`config.mk`:
```
export PLATFORM = sky130hd
export DESIGN_NAME = alu_cmd_sequencer_flat
export DESIGN_NICKNAME = d
export VERILOG_FILES = /design/src/rtl/alu_cmd_sequencer_pkg.sv /design/src/rtl/alu_cmd_sequencer_if.sv /design/src/rtl/alu_cmd_sequencer_sync_fifo.sv /design/src/rtl/alu_cmd_sequencer.sv /design/src/flat_wrapper.sv
export SDC_FILE = /design/constraint.sdc
export NUM_CORES = 1
export LEC_CHECK = 0
export CAP_MARGIN = 20
export CORE_MARGIN = 10
export CORE_UTILIZATION = 28
export DETAILED_ROUTE_END_ITERATION = 7
export PLACE_DENSITY_LB_ADDON = 0.2
export SLEW_MARGIN = 5
export SYNTH_ARGS = -nofsm -noshare
export SYNTH_HDL_FRONTEND = slang
export SYNTH_SLANG_ARGS = --single-unit
```
`constraint.sdc`:
```
create_clock -name clk -period 3.1 [get_ports clk]
set_clock_uncertainty 0.15 [all_clocks]
set_input_delay 0.465 -clock clk [delete_from_list [all_inputs] [get_ports clk]]
set_output_delay 0.465 -clock clk [all_outputs]
set_load 0.01 [all_outputs]
```
`src/rtl/alu_cmd_sequencer_pkg.sv`:
```
// Shared types and constants for the ALU command sequencer.
package alu_seq_pkg;
  localparam logic [1:0] OP_ADD = 2'd0;
  localparam logic [1:0] OP_MUL = 2'd1;
  localparam logic [1:0] OP_OR  = 2'd2;
  localparam logic [1:0] OP_AND = 2'd3;

  localparam int ALU_LAT_DEF = 2;

  typedef struct packed {
    logic [3:0] a;
    logic [3:0] b;
    logic [1:0] op;
  } cmd_t;

  typedef struct packed {
    logic [1:0] op;
    logic [7:0] data;
  } res_t;
endpackage

```
`src/rtl/alu_cmd_sequencer_if.sv`:
```
// Command (upstream) and result (downstream) valid/ready channels of the sequencer.
interface alu_cmd_sequencer_if;
  logic       cmd_valid;
  logic       cmd_ready;
  logic [3:0] cmd_a;
  logic [3:0] cmd_b;
  logic [1:0] cmd_op;
  logic       res_valid;
  logic       res_ready;
  logic [7:0] res_data;
  logic [1:0] res_op;

  modport slave (
    input  cmd_valid, cmd_a, cmd_b, cmd_op, res_ready,
    output cmd_ready, res_valid, res_data, res_op
  );

  modport master (
    output cmd_valid, cmd_a, cmd_b, cmd_op, res_ready,
    input  cmd_ready, res_valid, res_data, res_op
  );
endinterface

```
`src/rtl/alu_cmd_sequencer_sync_fifo.sv`:
```
// Synchronous FIFO with a registered head: dout is loaded at the edge with the entry
// that will be at the head next cycle, and holds its last value while empty.
module sync_fifo #(
  parameter int WIDTH = 10,
  parameter int DEPTH = 4
) (
  input  logic                   clk,
  input  logic                   rst,
  input  logic                   push,
  input  logic                   pop,
  input  logic [WIDTH-1:0]       din,
  output logic [WIDTH-1:0]       dout,
  output logic                   full,
  output logic                   empty,
  output logic [$clog2(DEPTH):0] count
);
  localparam int AW = $clog2(DEPTH);

  logic [DEPTH-1:0][WIDTH-1:0] mem;
  logic [AW-1:0]               wr_ptr, rd_ptr, rd_nxt;
  logic                        do_push, do_pop;

  assign full    = (count == (AW+1)'(DEPTH));
  assign empty   = (count == '0);
  assign do_push = push && !full;
  assign do_pop  = pop && !empty;
  assign rd_nxt  = rd_ptr + 1'b1;

  always_ff @(posedge clk) begin
    if (do_push) mem[wr_ptr] <= din;
  end

  always_ff @(posedge clk) begin
    if (rst) begin
      wr_ptr <= '0;
      rd_ptr <= '0;
      count  <= '0;
      dout   <= '0;
    end else begin
      if (do_push) wr_ptr <= wr_ptr + 1'b1;
      if (do_pop)  rd_ptr <= rd_nxt;
      if (do_push && !do_pop)      count <= count + 1'b1;
      else if (do_pop && !do_push) count <= count - 1'b1;
      // Head look-ahead: next stored entry, or the incoming word when it becomes the head.
      if (do_pop && count > (AW+1)'(1))  dout <= mem[rd_nxt];
      else if (do_push && (empty || do_pop)) dout <= din;
    end
  end
endmodule

```
`src/rtl/alu_cmd_sequencer.sv`:
```
// Buffers ALU commands, issues them under a result-FIFO credit check, tracks the fixed
// ALU latency with a valid/op pipe and captures every result into a result FIFO.
module alu_cmd_sequencer
  import alu_seq_pkg::*;
#(
  parameter int CMD_DEPTH = 4,
  parameter int RES_DEPTH = 4,
  parameter int ALU_LAT   = ALU_LAT_DEF
) (
  input  logic                 clk,
  input  logic                 rst,
  alu_cmd_sequencer_if.slave   bus,
  output logic [3:0]           alu_a,
  output logic [3:0]           alu_b,
  output logic [1:0]           alu_op,
  input  logic [7:0]           alu_out,
  output logic                 idle
);
  localparam int SW = $clog2(RES_DEPTH + ALU_LAT + 1);

  cmd_t cmd_in, cmd_head;
  res_t res_in, res_head;
  logic cmd_full, cmd_empty, res_full, res_empty;
  logic [$clog2(CMD_DEPTH):0] cmd_count;
  logic [$clog2(RES_DEPTH):0] res_count;
  logic issue, res_pop;
  logic [ALU_LAT-1:0]       vld_pipe;
  logic [ALU_LAT-1:0][1:0]  op_pipe;
  logic [SW-1:0]            inflight;

  assign cmd_in = '{a: bus.cmd_a, b: bus.cmd_b, op: bus.cmd_op};
  assign res_in = '{op: op_pipe[ALU_LAT-1], data: alu_out};

  always_comb begin
    inflight = '0;
    for (int i = 0; i < ALU_LAT; i++) inflight = inflight + SW'(vld_pipe[i]);
  end

  // Every issued op owns a result slot until popped, so the result FIFO cannot overflow.
  assign issue   = !cmd_empty && !res_full && (SW'(res_count) + inflight < SW'(RES_DEPTH));
  assign res_pop = bus.res_ready && !res_empty;

  sync_fifo #(.WIDTH($bits(cmd_t)), .DEPTH(CMD_DEPTH)) u_cmd (
    .clk(clk), .rst(rst),
    .push(bus.cmd_valid), .pop(issue), .din(cmd_in), .dout(cmd_head),
    .full(cmd_full), .empty(cmd_empty), .count(cmd_count)
  );

  sync_fifo #(.WIDTH($bits(res_t)), .DEPTH(RES_DEPTH)) u_res (
    .clk(clk), .rst(rst),
    .push(vld_pipe[ALU_LAT-1]), .pop(res_pop), .din(res_in), .dout(res_head),
    .full(res_full), .empty(res_empty), .count(res_count)
  );

  // The command head register is the ALU drive: it already holds the op issued this cycle.
  assign alu_a  = cmd_head.a;
  assign alu_b  = cmd_head.b;
  assign alu_op = cmd_head.op;

  always_ff @(posedge clk) begin
    if (rst) begin
      vld_pipe <= '0;
      op_pipe  <= '0;
    end else begin
      vld_pipe[0] <= issue;
      op_pipe[0]  <= cmd_head.op;
      for (int i = 1; i < ALU_LAT; i++) begin
        vld_pipe[i] <= vld_pipe[i-1];
        op_pipe[i]  <= op_pipe[i-1];
      end
    end
  end

  assign bus.cmd_ready = !cmd_full;
  assign bus.res_valid = !res_empty;
  assign bus.res_data  = res_head.data;
  assign bus.res_op    = res_head.op;
  assign idle = (cmd_count == '0) && (res_count == '0) && (vld_pipe == '0);
endmodule

```
`src/flat_wrapper.sv`:
```
// flat-port wrapper written by rule: the top's interface ports become plain ports
module alu_cmd_sequencer_flat import alu_seq_pkg::*;
#(
  parameter int CMD_DEPTH = 4,
  parameter int RES_DEPTH = 4,
  parameter int ALU_LAT   = ALU_LAT_DEF
)
  (clk, rst, alu_a, alu_b, alu_op, alu_out, idle, bus_cmd_valid, bus_cmd_a, bus_cmd_b, bus_cmd_op, bus_res_ready, bus_cmd_ready, bus_res_valid, bus_res_data, bus_res_op);
  alu_cmd_sequencer_if bus_i ();
  input  logic clk;
  input  logic rst;
  output logic [3:0] alu_a;
  output logic [3:0] alu_b;
  output logic [1:0] alu_op;
  input  logic [7:0] alu_out;
  output logic idle;
  input wire logic [$bits(bus_i.cmd_valid)-1:0] bus_cmd_valid;
  input wire logic [$bits(bus_i.cmd_a)-1:0] bus_cmd_a;
  input wire logic [$bits(bus_i.cmd_b)-1:0] bus_cmd_b;
  input wire logic [$bits(bus_i.cmd_op)-1:0] bus_cmd_op;
  input wire logic [$bits(bus_i.res_ready)-1:0] bus_res_ready;
  output wire logic [$bits(bus_i.cmd_ready)-1:0] bus_cmd_ready;
  output wire logic [$bits(bus_i.res_valid)-1:0] bus_res_valid;
  output wire logic [$bits(bus_i.res_data)-1:0] bus_res_data;
  output wire logic [$bits(bus_i.res_op)-1:0] bus_res_op;
  assign bus_i.cmd_valid = bus_cmd_valid;
  assign bus_i.cmd_a = bus_cmd_a;
  assign bus_i.cmd_b = bus_cmd_b;
  assign bus_i.cmd_op = bus_cmd_op;
  assign bus_i.res_ready = bus_res_ready;
  assign bus_cmd_ready = bus_i.cmd_ready;
  assign bus_res_valid = bus_i.res_valid;
  assign bus_res_data = bus_i.res_data;
  assign bus_res_op = bus_i.res_op;
  alu_cmd_sequencer #(.CMD_DEPTH(CMD_DEPTH), .RES_DEPTH(RES_DEPTH), .ALU_LAT(ALU_LAT)) u_core (.clk(clk), .rst(rst), .bus(bus_i), .alu_a(alu_a), .alu_b(alu_b), .alu_op(alu_op), .alu_out(alu_out), .idle(idle));
endmodule
```
; Word level (Yosys, flattened, before mapping)
; Cells that the tools add are included.
[totals]
reg_bits = 120
out_inout_bits = 23
wordCells = 94
[op_classes]
n_addsub = 10
order_cmp = 9
eq_ne = 2
mux = 18
n_reduce_logical = 36
[op_table]
columns = cell, count
row1 = $bwmux 40, 2
row2 = $mux 10, 8
row3 = $bmux 10 s2, 2
row4 = $demux 10 s2, 2
row5 = $logic_and 1x1->1, 19
row6 = $lt 2x3->1 const B, 4
row7 = $mux 3, 4
row8 = $add 2x1->2 const B, 4
row9 = $logic_not 1->1, 8
row10 = $reduce_bool 2->1, 4
row11 = $add 3x1->3 const B, 2
row12 = $eq 3x3->1 const B, 2
row13 = $gt 3x1->1 const B, 2
row14 = $logic_not 3->1, 2
row15 = $sub 3x1->3 const B, 2
row16 = $ge 2x1->1 const B, 2
row17 = $add 3x3->3, 1
row18 = $lt 3x3->1 const B, 1
row19 = $add 1x1->2, 1
row20 = $logic_not 2->1, 1
row21 = $logic_or 1x1->1, 2

; Logic depth before layout (Yosys ltp)
[logic_depth]
ltp_word = 9
ltp_mapped = 11

; By module
; From an unflattened synthesis, not the netlist that was laid out.
[hier_totals]
cells_unflattened = 330
area_unflattened_um2 = 5028.6
[by_module_without_submodules]
columns = module, instances, cells_each, area_each_um2
row1 = sync_fifo, 2, 153, 2393.5
row2 = alu_cmd_sequencer, 1, 24, 241.5

; Least setup slack after synthesis
; OpenSTA, ideal clock, no wires.
[synth_timing]
kind = register -> register
start = register u_core.vld_pipe[1]
end = register u_core.u_cmd.count[2]
setup_ps = 71
arrival_time_ps = 2288
required_ps = 2879
slack_ps = 591
path_stages_with_launch = 10
n_path_buf = 1
cell_sequence = dfxtp_1 ha_1 ha_1 a311o_1 o21ai_2 buf_4 nand2_1 ha_1 or3_1 a21oi_1
[synth_between]
elab_chain_len = 8
word_cells_on_any_way = 10
[synth_lines]
columns = element, line
row1 = start: declaration, alu_cmd_sequencer.sv:27  ; logic [ALU_LAT-1:0] vld_pipe;
row2 = start signal: indexed assignment, alu_cmd_sequencer.sv:68  ; vld_pipe[i] <= vld_pipe[i-1];
row3 = $add 1x1->2 *, alu_cmd_sequencer.sv:36  ; for (int i = 0; i < ALU_LAT; i++) inflight = inflight + SW'(vld_pipe[i]);
row4 = $add 3x3->3 *, alu_cmd_sequencer.sv:40  ; assign issue = !cmd_empty && !res_full && (SW'(res_count) + inflight < SW'(RES_DEPTH));
row5 = $lt 3x3->1 *, alu_cmd_sequencer.sv:40
row6 = $logic_and 1x1->1 *, alu_cmd_sequencer.sv:40
row7 = $logic_and 1x1->1 *, alu_cmd_sequencer_sync_fifo.sv:26  ; assign do_pop = pop && !empty;
row8 = $logic_not 1->1, alu_cmd_sequencer_sync_fifo.sv:42  ; if (do_push && !do_pop) count <= count + 1'b1;
row9 = $logic_and 1x1->1, alu_cmd_sequencer_sync_fifo.sv:42
row10 = $mux 3 / $reduce_bool 2->1 (equally long branches), n/a
row11 = end signal: assignment, alu_cmd_sequencer_sync_fifo.sv:42
row12 = end signal: assignment, alu_cmd_sequencer_sync_fifo.sv:43  ; else if (do_pop && !do_push) count <= count - 1'b1;
row13 = end: declaration, alu_cmd_sequencer_sync_fifo.sv:15  ; output logic [$clog2(DEPTH):0] count
; Every way passes the cells marked *; elsewhere a longest branch is shown, timed or not.
; A chain may end at the register's enable or synchronous reset.

; Worst setup path after layout
[layout_timing]
start = register u_core.u_cmd.count[0]
end = output idle
[layout_between]
elab_chain_len = 3
[layout_lines]
columns = element, line
row1 = $logic_not 3->1, alu_cmd_sequencer.sv:78  ; assign idle = (cmd_count == '0) && (res_count == '0) && (vld_pipe == '0);
row2 = $logic_and 1x1->1 (2 in series), alu_cmd_sequencer.sv:78
row3 = end: declaration, flat_wrapper.sv:16  ; output logic idle;
; Every way passes these cells.

==> summary.txt <==
Drt
  • Routed Antenna Nets: 0
  • Vias per cell: ~4.7
  • WL final: between 10 and 15 mm
  • Routed length per instance: ~16 um
  • DRC: 0
  • Detailed-router iteration count before antenna repair: 4
  • Detailed Route Iter0 Violations: approximately 120
  • Via count: around 3000

Placed design
  • Gpl congestion: roughly 0.70
  • Port buffer count: 44
  • Post-DP HPWL: 7.16 mm

Setup path
  • Worst Path Required: between 2 and 2.5 ns
  • Stages on worst setup path: 5
  • Crit path kind: flip-flop to primary output
  • Crit. End Element: primary output
  • Worst path top cell family by delay: buffers and inverters
  • Worst path cell trace: inv_1 -> ha_1 -> nor2b_1 -> and3_1 -> clkdlybuf4s50_1
  • CP Launch Type: flip-flop
  • CP max-delay cell: clkdlybuf4s50_1
  • CP Max Fanout: 7
  • Worst r2r path cells: 8
  • Crit path buf inv count: 2
  • CP max stage delay: around 0.54 ns
  • Crit path DAT: 2.22 ns

Power
  • Comb power frac: 0.274
  • Internal power: roughly 3900 uW
  • Total chip power: approximately 5500 uW
  • Clk network pwr share: 0.321
  • NetSw: 1690 uW
  • Switching part of the total: 0.305
  • Leakage power figure: roughly 0.0021 uW
  • Peak VDD IR: 0.410 mV
  • Reg power frac: 0.405
  • Pwr Density: 885 nW/um^2

STA
  • Slew headroom: 0.311
  • RSZ-0062 raised after global routing: no
  • Post-layout min period: 2.84 ns
  • Worst-Margin Slew: 1.03 ns
  • Final setup viols: 0
  • Final Hold Fails: 0
  • FMAX: 353 MHz
  • Setup_tns: 0 ns
  • Final Cycle Share: 0.915
  • Max-slew violation count: 0

Synthesis
  • Post-synth ARST share: 0
  • Top FF cell, synth: edfxtp_1
  • Post-Syn Nets: 388
  • Synth Warn #: 0
  • Yosys reg bits: between 100 and 150
  • Syn Inst Count: 345
  • Average size of a mapped cell: 14.7 um^2
  • Mapped Area: roughly 5000 um^2
  • Register area share after synthesis: 0.633
  • Synth unique cells: 42
  • Post-synth EDFFs: 80

Clocking
  • Clock Path Buffers: 2
  • Hold buffer count at cts: 0
  • Clock latency on the worst-skew pair: 0.40 ns
  • CTS tree: yes
  • Post-CTS setup buffer count: 0
  • H-tree depth: 4
  • Total CTS buffers: 17
  • Cts repair resizes: 0
  • Clock-pin slew on the worst setup and hold paths: 0.06 ns
  • Clock tree root buffer cell: clkbuf_16
  • TritonCTS Sinks: 120

Layout
  • Most frequent cells in the layout: edfxtp_1 (80), clkdlybuf4s50_1 (44), dfxtp_1 (40)
  • Total of fill cells in the finished design: between 1500 and 2000
  • Diode count: 0
  • Fin util: 0.351
  • Area grow syn2layout: 23.8%
  • Nets: between 400 and 500
  • Commonest non-fill, non-tap cell in the layout: edfxtp_1
  • Layout cell share with drive strength beyond 1: 0.150

Die
  • Die width: 154 um
  • Core area: 17800 um^2
  • Floorplan row count: 49
  • Die height: 154 um
  • Starting Density: 0.284
  • Die area: between 20000 and 25000 um^2
  • Io pins: 45

Flow run
  • Max capacitance violation total: 0

Run status
  • Status: finished clean

GRT
  • Largest net degree at the start of global routing: 24
  • Vias in the first global route: 3206
  • First-pass GRT wire length: 17.3 mm
  • Met2 Use GR: 0.153
  • Global route hottest layer: met2
  • All-Layer GR Usage: 0.0919
  • Met3 global-route usage: 0.0286
  • Gr ovfl total: 0
  • M1 GR Usage: 0.109
  • Initial antenna violation count: 0

Hold path
  • Hold depth: 1
  • Min-Delay Path Class: flip-flop to flip-flop
==> kinds of logic after synthesis <==
logic type	after synthesis	synth area share
compound gates	62	0.0853
xor+xnor	8	0.0139
fa+ha+maj	21	0.0519
buf+inv	31	0.0304
flops	120	0.633
mux	33	0.115
simple gates	70	0.0702
==> cells in the mapped netlist (all sizes together) (3+ instances only) <==
| library cell | count | share of area |
|---|---|---|
| nand2b | 3 | 0.0037 |
| dfxtp | 40 | 0.16 |
| mux4 | 20 | 0.089 |
| and2 | 9 | 0.011 |
| ha | 21 | 0.052 |
| buf | 13 | 0.017 |
| a21oi | 18 | 0.018 |
| nor3 | 10 | 0.0099 |
| o21ai | 15 | 0.016 |
| a211oi | 10 | 0.015 |
| nand2 | 3 | 0.0022 |
| edfxtp | 80 | 0.47 |
| xor2 | 6 | 0.010 |
| inv | 12 | 0.0089 |
| a311oi | 10 | 0.020 |
| clkbuf | 5 | 0.0037 |
| nor2b | 8 | 0.0099 |
| or3 | 3 | 0.0037 |
| mux2i | 12 | 0.024 |
| nand3 | 12 | 0.012 |
| nor2 | 20 | 0.015 |
==> worst paths after layout <==
path,startpoint,to,slack [ns]
worst max register to register,u_core.u_res.count[0]$_SDFFE_PP0P_,u_core.u_cmd.count[2]$_SDFFE_PP0P_,0.39
worst max-delay path,u_core.u_cmd.count[0]$_SDFFE_PP0P_,idle,0.26
worst min-delay path,u_core.op_pipe[1]$_SDFF_PP0_,u_core.op_pipe[3]$_SDFF_PP0_,0.29
worst min register to register,u_core.op_pipe[1]$_SDFF_PP0_,u_core.op_pipe[3]$_SDFF_PP0_,0.29
==> sequential cells by signal (all words and copies together), names as in the netlist <==
| register | count |
|---|---|
| u_core.vld_pipe | 2 |
| u_core.u_cmd.wr_ptr | 2 |
| u_core.u_cmd.mem | 40 |
| u_core.u_res.count | 3 |
| u_core.u_res.rd_ptr | 2 |
| u_core.u_cmd.count | 3 |
| u_core.u_res.mem | 40 |
| u_core.u_res.dout | 10 |
| u_core.op_pipe | 4 |
| u_core.u_cmd.rd_ptr | 2 |
| u_core.u_res.wr_ptr | 2 |
| u_core.u_cmd.dout | 10 |
==> layout make-up <==
type,count,area [um^2],share of cell area
tap,229,287,0.0458
clock buffer,20,437,0.0697
multi-input combinational,194,1700,0.272
clock inverter,12,106,0.0170
timing repair buffer,49,478,0.0763
sequential,120,3200,0.512
inverter,13,48.8,0.00779
==> layer usage <==
| metal | routed length (um) | part of all wire | up-vias |
|---|---|---|---|
| met5 | 0 | 0 | - |
| met4 | 97 | 0.0093 | 0 |
| met3 | 431 | 0.041 | 12 |
| met2 | 5130 | 0.49 | 59 |
| met1 | 4780 | 0.46 | 1476 |
| li1 | - | - | 1417 |
==> per-stage QoR <==
step | hold WS, ns | area [um^2] | std cells | worst slack [ns]
floorplan | 0.264 | 5060 | 345 | 0.591
global placement | 0.267 | 5720 | 605 | 0.452
detailed placement | 0.282 | 5720 | 605 | 0.380
CTS | 0.293 | 6260 | 637 | 0.199
global route | 0.314 | 6260 | 637 | 0.0683
finish | 0.290 | 6260 | 637 | 0.263
==> power groups by stage <==
stage / registers, uW / clock network (uW) / logic, uW
4_1_cts: 2260 / 1820 / 1550
6_report: 2250 / 1780 / 1520
2_1_floorplan: 2200 / 0 / 1040
3_5_place_dp: 2290 / 0 / 1550
3_3_place_gp: 2290 / 0 / 1530
5_1_grt: 2300 / 1900 / 1700
Note: power is estimated with default switching activity, not from simulation.
